## config.mk

```make
export PLATFORM = sky130hd
export DESIGN_NAME = bucket_match_stage
export DESIGN_NICKNAME = d
export VERILOG_FILES = /design/src/rtl/hash_pkg.sv /design/src/rtl/onehot_priority_sel.sv /design/src/rtl/bucket_match_stage.sv
export SDC_FILE = /design/constraint.sdc
export NUM_CORES = 1
export LEC_CHECK = 0
export ABC_AREA = 0
export CAP_MARGIN = 20
export CORE_ASPECT_RATIO = 1.2
export CORE_MARGIN = 2
export CORE_UTILIZATION = 45
export DETAILED_ROUTE_END_ITERATION = 8
export HOLD_SLACK_MARGIN = 0.03
export PLACE_DENSITY = 0.7
export SLEW_MARGIN = 40
export SYNTH_ARGS = -nofsm -noshare
export SYNTH_HDL_FRONTEND = slang
export SYNTH_HIERARCHICAL = 1
export SYNTH_SLANG_ARGS = --single-unit
export TNS_END_PERCENT = 100
```

## constraint.sdc

```tcl
create_clock -name clk -period 2.06 [get_ports clk]
set_input_delay 0.618 -clock clk [delete_from_list [all_inputs] [get_ports clk]]
set_output_delay 0.618 -clock clk [all_outputs]
set_load 0.02 [all_outputs]
```

## src/rtl/hash_pkg.sv

```systemverilog
// Shared definitions for the hash lookup path: default widths and slot field
// accessors. A slot is {valid, key[KEY_WIDTH-1:0], value}, MSB first.
package hash_pkg;

  localparam int DEF_DATA_LINES   = 4;
  localparam int DEF_BUCKET_SIZE  = 1;
  localparam int DEF_BUCKET_WIDTH = 16;
  localparam int DEF_KEY_WIDTH    = 7;
  localparam int DEF_CNT_WIDTH    = 16;

  // Accessors operate on a slot zero-extended to this width.
  localparam int MAX_SLOT_W = 64;
  typedef logic [MAX_SLOT_W-1:0] slot_bus_t;

  function automatic logic slot_valid(input slot_bus_t slot, input int bucket_w);
    return slot[bucket_w-1];
  endfunction

  function automatic slot_bus_t slot_key(input slot_bus_t slot, input int bucket_w,
                                         input int key_w);
    slot_bus_t mask;
    mask = (slot_bus_t'(1) << key_w) - slot_bus_t'(1);
    return (slot >> (bucket_w - 1 - key_w)) & mask;
  endfunction

  function automatic slot_bus_t slot_value(input slot_bus_t slot, input int bucket_w,
                                           input int key_w);
    slot_bus_t mask;
    mask = (slot_bus_t'(1) << (bucket_w - 1 - key_w)) - slot_bus_t'(1);
    return slot & mask;
  endfunction

endpackage

```

## src/rtl/onehot_priority_sel.sv

```systemverilog
// Lowest-index-wins priority select: match vector -> one-hot plus any/multi flags.
module onehot_priority_sel #(
  parameter int N = 4
) (
  input  logic [N-1:0] i_match,
  output logic [N-1:0] o_onehot,
  output logic         o_any,
  output logic         o_multi
);

  // x & -x isolates the least significant set bit.
  assign o_onehot = i_match & (~i_match + N'(1));
  assign o_any    = |i_match;
  assign o_multi  = |(i_match & ~o_onehot);

endmodule

```

## src/rtl/bucket_match_stage.sv

```systemverilog
// Two-stage key compare ahead of the one-hot bucket mux: S1 registers raw
// matches, S2 registers the priority-resolved select; includes lookup stats.
module bucket_match_stage
  import hash_pkg::*;
#(
  parameter int DATA_LINES   = DEF_DATA_LINES,
  parameter int BUCKET_SIZE  = DEF_BUCKET_SIZE,
  parameter int BUCKET_WIDTH = DEF_BUCKET_WIDTH,
  parameter int KEY_WIDTH    = DEF_KEY_WIDTH,
  parameter int CNT_WIDTH    = DEF_CNT_WIDTH
) (
  input  logic                                         clk,
  input  logic                                         rst_n,
  input  logic                                         in_valid,
  output logic                                         in_ready,
  input  logic [KEY_WIDTH-1:0]                         in_key,
  input  logic [BUCKET_SIZE-1:0][BUCKET_WIDTH-1:0]     in_buckets [DATA_LINES],
  output logic                                         out_valid,
  input  logic                                         out_ready,
  output logic [BUCKET_SIZE-1:0][BUCKET_WIDTH-1:0]     out_buckets [DATA_LINES],
  output logic [DATA_LINES-1:0][BUCKET_SIZE-1:0]       out_sel,
  output logic                                         out_hit,
  output logic                                         out_multi_hit,
  output logic [KEY_WIDTH-1:0]                         out_key,
  input  logic                                         stat_clear,
  output logic [CNT_WIDTH-1:0]                         stat_lookups,
  output logic [CNT_WIDTH-1:0]                         stat_hits
);

  localparam int N = DATA_LINES * BUCKET_SIZE;

  typedef logic [BUCKET_SIZE-1:0][BUCKET_WIDTH-1:0] bucket_t;

  logic                 w_en;
  logic                 w_fire;
  logic [N-1:0]         w_match;
  logic [N-1:0]         w_onehot;
  logic                 w_any;
  logic                 w_multi;

  logic                 r_s1_valid;
  logic [KEY_WIDTH-1:0] r_s1_key;
  bucket_t              r_s1_buckets [DATA_LINES];
  logic [N-1:0]         r_s1_match;

  logic                 r_out_valid;
  logic [N-1:0]         r_out_sel;
  logic                 r_out_hit;
  logic                 r_out_multi;
  logic [KEY_WIDTH-1:0] r_out_key;
  bucket_t              r_out_buckets [DATA_LINES];

  logic [CNT_WIDTH-1:0] r_lookups;
  logic [CNT_WIDTH-1:0] r_hits;

  // Whole pipeline advances together; a stalled output freezes both stages.
  assign w_en     = !r_out_valid || out_ready;
  assign in_ready = w_en;
  assign w_fire   = r_out_valid && out_ready;

  // Match index is line*BUCKET_SIZE+slot, so lowest index = lowest line, then slot.
  for (genvar gi = 0; gi < DATA_LINES; gi++) begin : g_line
    for (genvar gj = 0; gj < BUCKET_SIZE; gj++) begin : g_slot
      assign w_match[gi*BUCKET_SIZE+gj] =
          slot_valid(slot_bus_t'(in_buckets[gi][gj]), BUCKET_WIDTH) &&
          (KEY_WIDTH'(slot_key(slot_bus_t'(in_buckets[gi][gj]), BUCKET_WIDTH, KEY_WIDTH))
           == in_key);
    end
  end

  onehot_priority_sel #(.N(N)) u_prio (
    .i_match  (r_s1_match),
    .o_onehot (w_onehot),
    .o_any    (w_any),
    .o_multi  (w_multi)
  );

  always_ff @(posedge clk or negedge rst_n) begin
    if (!rst_n) begin
      r_s1_valid  <= 1'b0;
      r_s1_key    <= '0;
      r_s1_match  <= '0;
      r_out_valid <= 1'b0;
      r_out_sel   <= '0;
      r_out_hit   <= 1'b0;
      r_out_multi <= 1'b0;
      r_out_key   <= '0;
      for (int i = 0; i < DATA_LINES; i++) begin
        r_s1_buckets[i]  <= '0;
        r_out_buckets[i] <= '0;
      end
    end else if (w_en) begin
      r_s1_valid    <= in_valid;
      r_s1_key      <= in_key;
      r_s1_buckets  <= in_buckets;
      r_s1_match    <= w_match;
      r_out_valid   <= r_s1_valid;
      r_out_sel     <= w_onehot;
      r_out_hit     <= w_any;
      r_out_multi   <= w_multi;
      r_out_key     <= r_s1_key;
      r_out_buckets <= r_s1_buckets;
    end
  end

  always_ff @(posedge clk or negedge rst_n) begin
    if (!rst_n) begin
      r_lookups <= '0;
      r_hits    <= '0;
    end else if (stat_clear) begin
      r_lookups <= '0;
      r_hits    <= '0;
    end else if (w_fire) begin
      if (r_lookups != '1) r_lookups <= r_lookups + 1'b1;
      if (r_out_hit && (r_hits != '1)) r_hits <= r_hits + 1'b1;
    end
  end

  assign out_valid     = r_out_valid;
  assign out_sel       = r_out_sel;
  assign out_hit       = r_out_hit;
  assign out_multi_hit = r_out_multi;
  assign out_key       = r_out_key;
  assign out_buckets   = r_out_buckets;
  assign stat_lookups  = r_lookups;
  assign stat_hits     = r_hits;

endmodule

```

# After elaboration in Yosys (flattened, before gate mapping)
# Index checks and enable logic that the tools add are counted.
# Widths: inputs -> output; s select.
# totals
register_bits	186
out_inout_bits	111
# classes
n_addsub	3
reduce_logical	15
n_mux	6
eq_ne	6
bitwise	4
# op_table
op	n
$mux 16	6
$add 16x1->16 const B	2
$ne 16x16->1 const B	2
$eq 7x7->1	4
$and 4x4->4	2
$not 4->4	2
$reduce_or 4->1	2
$logic_and 1x1->1	6
$reduce_bool 2->1	3
$add 4x1->4 const B	1
$reduce_and 2->1	2
$logic_not 1->1	1
$logic_or 1x1->1	1

# Longest topological paths before layout
# depth
depth_word	6
depth_mapped	7

# Modules after synthesis
# Netlist, hierarchy kept.
# modules_own_cells
module	cells_each	n_inst	seq_area_each_um2	area_each_um2
bucket_match_stage	886	1	4654.5	7935.1
onehot_priority_sel	8	1	0.0	56.3

# Least setup slack after synthesis
# OpenSTA, ideal clock, no wires.
# synth_path
kind	register to register
start	register r_lookups[0] (netlist: stat_lookups[0])
end	register r_lookups[12] (netlist: stat_lookups[12])
synth_period_minus_slack_ns	1.966
slack_ns	0.094
path_stages_with_launch	7
t_arrival_ns	1.842
setup_time_ns	0.125
path_cell_list	dfrtp_1 -> ha_1 -> nand4_4 -> or2_0 -> clkbuf_2 -> nor4_1 -> mux2_2
# synth_via
elab_chain_cells	4
# synth_lines
item	line	text
from (decl)	bucket_match_stage.sv:53	logic [CNT_WIDTH-1:0] r_lookups;
from (signal assigned)	bucket_match_stage.sv:114	if (r_lookups != '1) r_lookups <= r_lookups + 1'b1;
$add 16x1->16	bucket_match_stage.sv:114	
$mux 16	bucket_match_stage.sv:114	
$mux 16	bucket_match_stage.sv:113	end else if (w_fire) begin
$mux 16	bucket_match_stage.sv:110	end else if (stat_clear) begin
# Parallel ways exist; a longest one is shown, timed or not. The select of a mux whose other input is x is not followed.
# A chain may end at the register's enable or synchronous reset.

# Worst setup path after layout
# layout_path
start	input out_ready
end	output in_ready
# layout_via
elab_chain_cells	1
# layout_lines
item	line	text
from (decl)	bucket_match_stage.sv:19	input logic out_ready,
$logic_or 1x1->1	bucket_match_stage.sv:57	assign w_en = !r_out_valid || out_ready;
to (decl)	bucket_match_stage.sv:15	output logic in_ready,
# Every way passes these cells.

==> impl_metrics.py <==
metrics = {
    "worst_setup_path": {
        "worstPathArrival_ns": 1.41,
        "reg2reg_depth": 4,
        "cpPeakStageDelay_ns": 0.27,
        "cp_max_fo": 5,
        "critical_path.startpoint_type": "primary input",
        "path_cells": "clkdlybuf4s15_1 > buf_4 > nor2b_4 > inv_4 > buf_12",
        "cp_top_family": "buffers and inverters",
        "end_kind": "primary output",
        "critPathBufInv": 4,
        "r2r-start": "stat_hits[9]",
        "crit_type": "primary input to primary output",
        "rrSetupSlack_ns": 0.21,
        "crit_slowest_cell": "clkdlybuf4s15_1",
        "reg2reg_to": "stat_hits[15]",
        "crit_required_ns": 1.44,
    },
    "power_and_ir_drop": {
        "p_per_area_nw_per_um2": 875,
        "p_leak_uw": 0.00593,
        "irDropWorstVdd_uv": 554,
    },
    "sta": {
        "slew_violations": 0,
        "finClkSkew_ns": 0.0131,
        "period_share_pct": 98.4,
        "maxSlewHeadroom_pct": 69.4,
        "hold_violations": 0,
        "period_needed_ns": 2.03,
        "setup_viol": 0,
        "tightest_slew_ns": 0.459,
        "rsz0062_at_grt": "false",
        "fmax_ghz": 0.493,
        "timing.hold.ws_ns": 0.126,
    },
    "yosys": {
        "netlist_area_um2": 7990,
        "async_flop_share_pct": 100,
        "synthAdderAreaFrac_pct": 0.313,
        "synthSimpleGateAreaFrac_pct": 29.7,
        "syn_area_per_cell_um2": 8.94,
        "synth-seq-cells": 186,
        "synth_compound_area_share_pct": 4.21,
        "synthXorXnorAreaFrac_pct": 3.18,
        "yosys_warnings": 6,
        "netlist_instances": 894,
        "synthMuxAreaShare_pct": 1.38,
        "synth_top_family_by_area": "simple AND/OR/NAND/NOR gates",
        "ys_seq_area_share_pct": 58.2,
        "synth-main-ff-cell": "dfrtp_1",
        "synth_top_area_share_pct": 58.2,
        "syn_nets": 972,
        "yosys.cell_types.count": 48,
        "ys_top_cells_by_area": "dfrtp_1 58%, nand2_1 22%, xnor2_1 3.1%, clkbuf_1 1.9%, o31ai_1 1.4%",
        "yosys.area.top_type": "dfrtp_1",
        "synth_edf_count": 0,
    },
    "global_route": {
        "grt.busiest_layer": "met2",
        "grtUsageMet1_pct": 27.4,
        "track_usage_pct": 21.8,
        "met3_usage_pct": 7.72,
        "met2_usage_pct": 35.1,
        "antenna_found_initial": 1,
        "grt_overflow_total": 0,
        "grt_pass1_vias": 6558,
        "grt_pass1_wl_mm": 32.7,
        "grt_max_degree": 51,
    },
    "drt": {
        "drc": 0,
        "wirelength_mm": 19.7,
        "routedWlPerCell_um": 14.8,
        "dr.pass1.iters": 5,
        "ant_nets": 0,
        "vias_per_cell": 5.02,
        "drt-initial-drc-count": 444,
        "via_count": 6697,
    },
    "die": {
        "dieHeight_um": 150,
        "coreArea_um2": 17400,
        "ios": 187,
        "dieArea_um2": 18800,
        "rows": 53,
        "die_x_um": 126,
        "initial_core_util_pct": 45.8,
    },
    "outcome": {
        "status": "complete, no violations",
    },
    "finish": {
        "mostFrequentLayoutCell": "nand2_1",
        "drive_gt1_share_pct": 9.07,
        "area_growth_pct": 39.1,
        "mostFrequentLayoutCells": "464 x nand2_1, 186 x dfrtp_1, 100 x clkdlybuf4s50_1, 44 x dlygate4sd2_1, 39 x dlymetal6s2s_1",
        "antenna_cells": 0,
        "final_util_pct": 63.7,
        "finalNetCount": 1178,
    },
    "placement": {
        "port-buffer-count": 186,
        "post-dp-hpwl_mm": 14.0,
        "gp_congestion": 0.878,
    },
    "cts": {
        "clock_sinks": 186,
        "clk_latency_ns": 0.43,
        "hold_buffers": 0,
        "htreeDepth": 4,
        "cts_tree": "yes",
        "cts-buffers-inserted": 17,
        "clockBufferDepth": 2,
        "clk_pin_slew_worst_paths_ns": 0.07,
        "cts_root_buffer": "clkbuf_16",
    },
    "run": {
        "cap_violations": 0,
    },
    "hold_path": {
        "hold_path_class": "primary input to asynchronous set/reset pin",
    },
}
## worst max path at each step
| stage | from | endpoint | slack (ns) | depth (start not counted) |
|---|---|---|---|---|
| 6_report | out_ready | in_ready | 0.03 | 5 |
| 5_1_grt | out_ready | in_ready | 0.004 | 5 |
| 4_1_cts | out_sel[3] | out_sel[3] | 0.001 | 1 |
| 3_5_place_dp | out_ready | stat_hits[5] | -0.46 | 6 |
| 3_3_place_gp | out_ready | stat_hits[3] | -0.44 | 6 |
| 2_1_floorplan | stat_lookups[0] | stat_lookups[12] | 0.09 | 6 |
## cell usage after synthesis, drive strengths merged, types with 3 or more instances
library cell	count
nand2	464
dfrtp	186
clkbuf	43
xnor2	28
a21oi	17
nand4	17
nor2	15
o31ai	15
or4	12
nand3	11
nor2b	10
inv	8
mux2	8
nor4	8
or3	7
o21ai	6
buf	5
and3	3
and4	3
o41ai	3
or2	3
## sequential cells by signal (all words and copies together) (netlist names)
register	flops
out_buckets	64
r_s1_buckets	64
stat_hits	16
stat_lookups	16
out_key	7
r_s1_key	7
out_sel	4
r_s1_match	4
out_hit	1
out_multi_hit	1
out_valid	1
r_s1_valid	1
## power breakdown
part           leakage [uW]  switching, uW  internal, uW
clock network      0.000296           1440          1910
logic               0.00331           1120           908
registers           0.00233            245          4110
total               0.00593           2800          6920
## final cells by class
type	instances	area, um^2
Inverter	8	32.5
Clock buffer	21	470
Tap cell	220	275
Clock inverter	11	133
Sequential cell	186	4650
Timing Repair Buffer	236	2440
Fill cell	1497	6330
Multi-Input combinational cell	651	3110
## cell families (layout without fill, tap and decap cells)
family          after synthesis  after routing
simple gates                561            561
flops                       186            186
buf+inv                      57            276
compound gates               49             49
xor+xnor                     29             29
mux                          10             10
fa+ha+maj                     2              2
## per-stage QoR
stage	TNS (ns)	area (um^2)	worst slack (ns)	instances	power, uW
after floorplan	0	7990	0.0936	894	5380
after global placement	-22.78	10500	-0.435	1301	6500
after detailed placement	-23.70	10500	-0.461	1301	6530
after CTS	0	11000	0.00126	1333	9850
after global routing	0	11100	0.00421	1333	10200
final	0	11100	0.0324	1333	9720
## routing by layer
layer / vias up / routed length, um
met2: 196 / 9460
met5: - / 0
met4: 0 / 393
met3: 31 / 1520
met1: 3185 / 8350
li1: 3285 / -
## repair_timing
| item | 4_1_cts | 5_1_grt |
|---|---|---|
| resized for setup | 45 | 40 |
| buffers inserted | 0 | 0 |
| endpoints found under the setup margin | 47 | 40 |
(Power assumes the default switching activity.)
==> RTL change 1 (same flow settings) <==
Change the package constant `DEF_KEY_WIDTH` from 7 to 14.
--- a/src/rtl/hash_pkg.sv
+++ b/src/rtl/hash_pkg.sv
@@ -5,7 +5,7 @@
   localparam int DEF_DATA_LINES   = 4;
   localparam int DEF_BUCKET_SIZE  = 1;
   localparam int DEF_BUCKET_WIDTH = 16;
-  localparam int DEF_KEY_WIDTH    = 7;
+  localparam int DEF_KEY_WIDTH    = 14;
   localparam int DEF_CNT_WIDTH    = 16;
 
   // Accessors operate on a slot zero-extended to this width.
Interface: changed (resized in_key and out_key); port bits go from 187 to 201. The function was not compared with the original's and may differ.
==> RTL change 1 against the unedited design <==
- critical path depth shrank 4
- synthesized cell count grew 12%
- global-route usage grew 2.4 points
- sequential power grew 8.3%
- worst setup slack is essentially flat
- power grew 5.7%
- non-clock buffer count grew 32
- wire length grew 25%
- area after synthesis grew 10%
- maximum frequency is essentially flat
- design area grew 10%
- sequential cell count grew 14
- die area grew 9.7%
==> RTL change 1: results (changes against the unedited design) <==
Synthesized net count = 1086 (+12%)
Number of global-route vias before repair = 7346 (+12%)
H-tree levels = 4 (unchanged)
P_leak = 6.43 nW (+8.4%)
Post-synth EDFFs = 0 (unchanged)
Min-delay worst type = primary input to async pin
Met1 Use GR = 29.6% (+2.2 points)
Grt met3 use = 6.76% (-0.96 points)
Worst skew pair latency = 0.44 ns
Worst hold slack = 0.125 ns (-0.000639 ns)
Initial antenna violation count = 0 (-1)
Sw Ratio = 31.4% (+2.6 points)
DR iter-0 viols = 458 (+3.2%)
Root buffer cell = clkbuf_16
Worst Skew = 0.00939 ns (-0.00373 ns)
Top cells by area, synth = dfrtp_1 (57%), nand2_1 (22%), xnor2_1 (3.9%)
Max_cap viols = 0 (unchanged)
Relative slew slack = 69.9% (+0.50 points)
GR met2 Demand/Resource = 42.1% (+6.9 points)
NumNets Final = 1313 (+11%)
Status = finished clean
Final GP Congestion = 0.909 (+3.5%)
Maximum vdd drop = 540 uV (-2.4%)
First-pass iteration count of the detailed router = 5 (unchanged)
Tot GR Track Use = 24.1% (+2.4 points)
Async SR Flop Fraction = 100% (unchanged)
First-pass GRT wire length = 38900 um (+19%)
Top delay family on crit path = buffers and inverters
Reg clk slew, reported paths = 0.08 ns
Critical path data arrival time = 1.41 ns (about the same)
Estimated wirelength of the detail-placed design = 18100 um (+29%)
Maximum clock path buffer count = 2 (unchanged)
Ant diodes = 0 (unchanged)
Crit Path Max Fanout = 2 (-3)
Vias = 7552 (+13%)
Port bufs = 200 (+7.5%)
Routed WL per cell = 16.4 um (+11%)
Distinct cells, synth = 44 (-8.3%)
Largest net degree at the start of global routing = 48 (-5.9%)
Worst r2r path cells = 5 (+1)
CP max stage delay = 0.63 ns (+0.36 ns)
Inserted Clock Buffers = 17 (unchanged)
Reg-to-reg slack, setup = 0.17 ns (-0.04 ns)
Placed Area = 0.0116 mm^2 (+11%)
Share of layout cells above drive strength 1 = 9.35% (+0.27 points)
Most common library cells after synthesis = nand2_1 (506), dfrtp_1 (200), clkbuf_1 (53)
Yosys warning count = 6 (unchanged)
Sequential area share after synthesis = 57.0% (-1.3 points)
CP max-delay cell = clkdlybuf4s50_1
-- RTL change 1: path summary, 6_finish.rpt --
path / startpoint / to
worst max-delay path: out_key[8]$_DFFE_PN0P_ / out_key[8]
worst min-delay path: rst_n / stat_lookups[8]$_DFFE_PN0P_
worst max register to register: stat_hits[1]$_DFFE_PN0P_ / stat_hits[12]$_DFFE_PN0P_
worst min register to register: out_buckets[51]$_DFFE_PN0P_ / out_buckets[51]$_DFFE_PN0P_
max in group asynchronous: rst_n / out_sel[1]$_DFFE_PN0P_
min in group clk: out_buckets[51]$_DFFE_PN0P_ / out_buckets[51]$_DFFE_PN0P_
-- RTL change 1: per-stage QoR --
| step | util, % | setup TNS [ns] | power (mW) | cells | setup slack, ns |
|---|---|---|---|---|---|
| 2_1_floorplan | - | 0 | 5.84 | 1001 | 0.0593 |
| 3_3_place_gp | 60.2 | -36.08 | 7.12 | 1470 | -0.317 |
| 3_5_place_dp | 60.2 | -38.87 | 7.17 | 1470 | -0.340 |
| 4_1_cts | 62.8 | 0 | 10.4 | 1502 | 0.000151 |
| 5_1_grt | 63.5 | 0 | 10.7 | 1502 | 0.0000319 |
| 6_report | 63.5 | 0 | 10.3 | 1502 | 0.0329 |
-- RTL change 1: cell type report --
class	instances	area, um^2
clock buffer	17	425
clock inverter	15	151
fill	1657	7060
inverter	10	42.5
multi-input combinational	731	3550
sequential	200	5010
tap	261	327
timing repair buffer	268	2780
-- RTL change 1: what timing repair did --
item	in CTS	in global routing
endpoints found under the setup margin	56	43
endpoints found under the hold margin	0	0
buffers inserted	0	0
pin swaps	0	1
hold buffers	0	0
gates resized for setup	58	44
cloned	0	0
-- RTL change 1: power by group through the flow --
stage	clock network (mW)	registers (mW)	logic [mW]
4_1_cts	3.34	4.72	2.34
3_3_place_gp	0	4.78	2.34
3_5_place_dp	0	4.79	2.39
2_1_floorplan	0	5.10	0.742
5_1_grt	3.49	4.77	2.49
6_report	3.28	4.71	2.29
-- RTL change 1: cell families (layout without fill, tap and decap cells) --
| logic type | after synthesis | in the layout | share of synthesized area (%) |
|---|---|---|---|
| fa+ha+maj | 2 | 2 | 0.285 |
| flops | 200 | 200 | 57.0 |
| compound gates | 58 | 58 | 4.20 |
| simple gates | 610 | 610 | 29.2 |
| xor+xnor | 56 | 56 | 5.58 |
| mux | 5 | 5 | 0.626 |
| buf+inv | 70 | 310 | 3.10 |
-- RTL change 1: routing by layer --
layer,vias up,wire [um]
li1,3670,-
met1,3635,9990
met3,28,1750
met2,219,12400
met5,-,0
met4,0,423
==> RTL change 2 (same settings) <==
Without the edit above. Make the reset (`rst_n`) synchronous in 2 clocked blocks.
--- a/src/rtl/bucket_match_stage.sv
+++ b/src/rtl/bucket_match_stage.sv
@@ -75,7 +75,7 @@
     .o_multi  (w_multi)
   );
 
-  always_ff @(posedge clk or negedge rst_n) begin
+  always_ff @(posedge clk) begin
     if (!rst_n) begin
       r_s1_valid  <= 1'b0;
       r_s1_key    <= '0;
@@ -103,7 +103,7 @@
     end
   end
 
-  always_ff @(posedge clk or negedge rst_n) begin
+  always_ff @(posedge clk) begin
     if (!rst_n) begin
       r_lookups <= '0;
       r_hits    <= '0;
Check against the original RTL: differs if rst_n is asserted again (counterexample within 4 cycles, from zero or initial values and one cycle with rst_n low); with rst_n held inactive, the same outputs for 4 cycles.
==> RTL change 2 against the unedited design <==
- utilization fell by 0.59 points
- worst setup slack improved by 0.0039 ns
- sequential cell count did not move
- design area fell by 3.9%
- area after synthesis fell by 2.8%
- non-clock buffer count rose by 6
- wire length fell by 0.58%
Power is not compared: it rests on default switching activity, and its combinational part moved more than twofold at a synthesized area within 25%.
==> RTL change 2: results (changes against the unedited design) <==
Status = finished clean
Pre-CTS WS = -0.277 ns (+0.184 ns)
Sequential area share after synthesis = 47.9% (-10 points)
Signal buf overhead = 22.2% (+0.21 points)
Worst skew pair latency = 0.42 ns
Combined area of the multi-input logic cells = 0.00377 mm^2 (+21%)
Post-Synth XOR/XNOR Area = 3.16% (-0.023 points)
Worst Skew = 0.00699 ns (-0.00613 ns)
Post-synth top flop = dfxtp_1
R2R Path Start = stat_hits[2]$_SDFFE_PP0P_
CP max-delay cell = clkdlybuf4s50_1
Share of layout cells above drive strength 1 = 8.69% (-0.38 points)
CP Launch Point = out_sel[1]$_SDFFE_PN0P_
Distinct cells, synth = 47 (-2.1%)
CP max stage delay = 0.65 ns (+0.38 ns)
Worst hold slack = 0.458 ns (+0.333 ns)
Layout fillers = 1551 (+3.6%)
First-pass GRT wire length = 31900 um (-2.6%)
Tot GR Track Use = 21.8% (about the same)
Clk tree area frac = 4.98% (-0.45 points)
Critical R2R Capture = stat_hits[12]$_SDFFE_PP0P_
Multi-input logic cell count = 677 (+4.0%)
Reg-to-reg slack, setup = 0.29 ns (+0.08 ns)
Worst Setup EP = out_sel[1]
Final period util = 98.2% (-0.19 points)
Crit Path Max Fanout = 2 (-3)
Bufs w/o clock = 242 (+2.5%)
Largest net degree at the start of global routing = 155 (+200%)
Placed insts = 1322 (+1.6%)
DR iter-0 viols = 382 (-14%)
Non-filler cells in the finished layout = 1355 (+1.7%)
Complex-gate fraction of the synthesized area = 19.2% (+15 points)
First-pass iteration count of the detailed router = 4 (-1)
Synthesized-area fraction occupied by adder cells = 0.322% (+0.0089 points)
Number of global-route vias before repair = 6462 (-1.5%)
Async SR Flop Fraction = 0% (-100 points)
Inverter count = 3 (-5)
Mux share of post-synthesis cell area = 1.67% (+0.30 points)
Post-Synthesis Cells = 935 (+4.6%)
Register area = 0.00372 mm^2 (-20%)
Min-delay worst type = flop to flop
Slew @ Worst Pin = 0.566 ns (+0.107 ns)
NumNets Final = 1205 (+2.3%)
Routed WL per cell = 14.5 um (-2.2%)
Estimated wirelength of the detail-placed design = 13600 um (-3.2%)
Top cells by area, synth = dfxtp_1 (48%), nand2_1 (17%), a21boi_0 (15%)
# resized after CTS = 33 (-27%)
Most common library cells after synthesis = nand2_1 (343), dfxtp_1 (186), a21boi_0 (151)
Synthesized net count = 1013 (+4.2%)
[RTL change 2: cell count changes after synthesis, moves of 8 or more]
cell      delta
buf_2       +13
nand2b_1    +12
mux2_2       -8
mux2i_1     +11
nand2_1    -121
a21boi_0   +151
dfrtp_1    -186
nor2_1       -8
dfxtp_1    +186
o31ai_1      -9
[RTL change 2: through the flow]
step,power [mW],setup TNS [ns],area (um^2)
after global placement,4.74,-14.09,10100
after global routing,7.95,0,10700
after CTS,7.75,0,10600
final,7.65,0,10700
after detailed placement,4.76,-15.61,10100
after floorplan,4.32,0,7770
[RTL change 2: per-layer routing]
layer / up-vias / part of all wire (%) / GRT usage (%)
met4: 2 / 1.7 / 7.13
met2: 165 / 47 / 35.2
met5: - / 0.056 / 0
met1: 3182 / 45 / 27.7
li1: 3511 / - / -
met3: 25 / 6.7 / 6.56
[RTL change 2: report_power, final]
part	internal, mW	leakage [nW]	switching [mW]
combinational	0.441	2.52	0.399
clock	1.60	0.251	1.37
sequential	3.75	1.53	0.0771
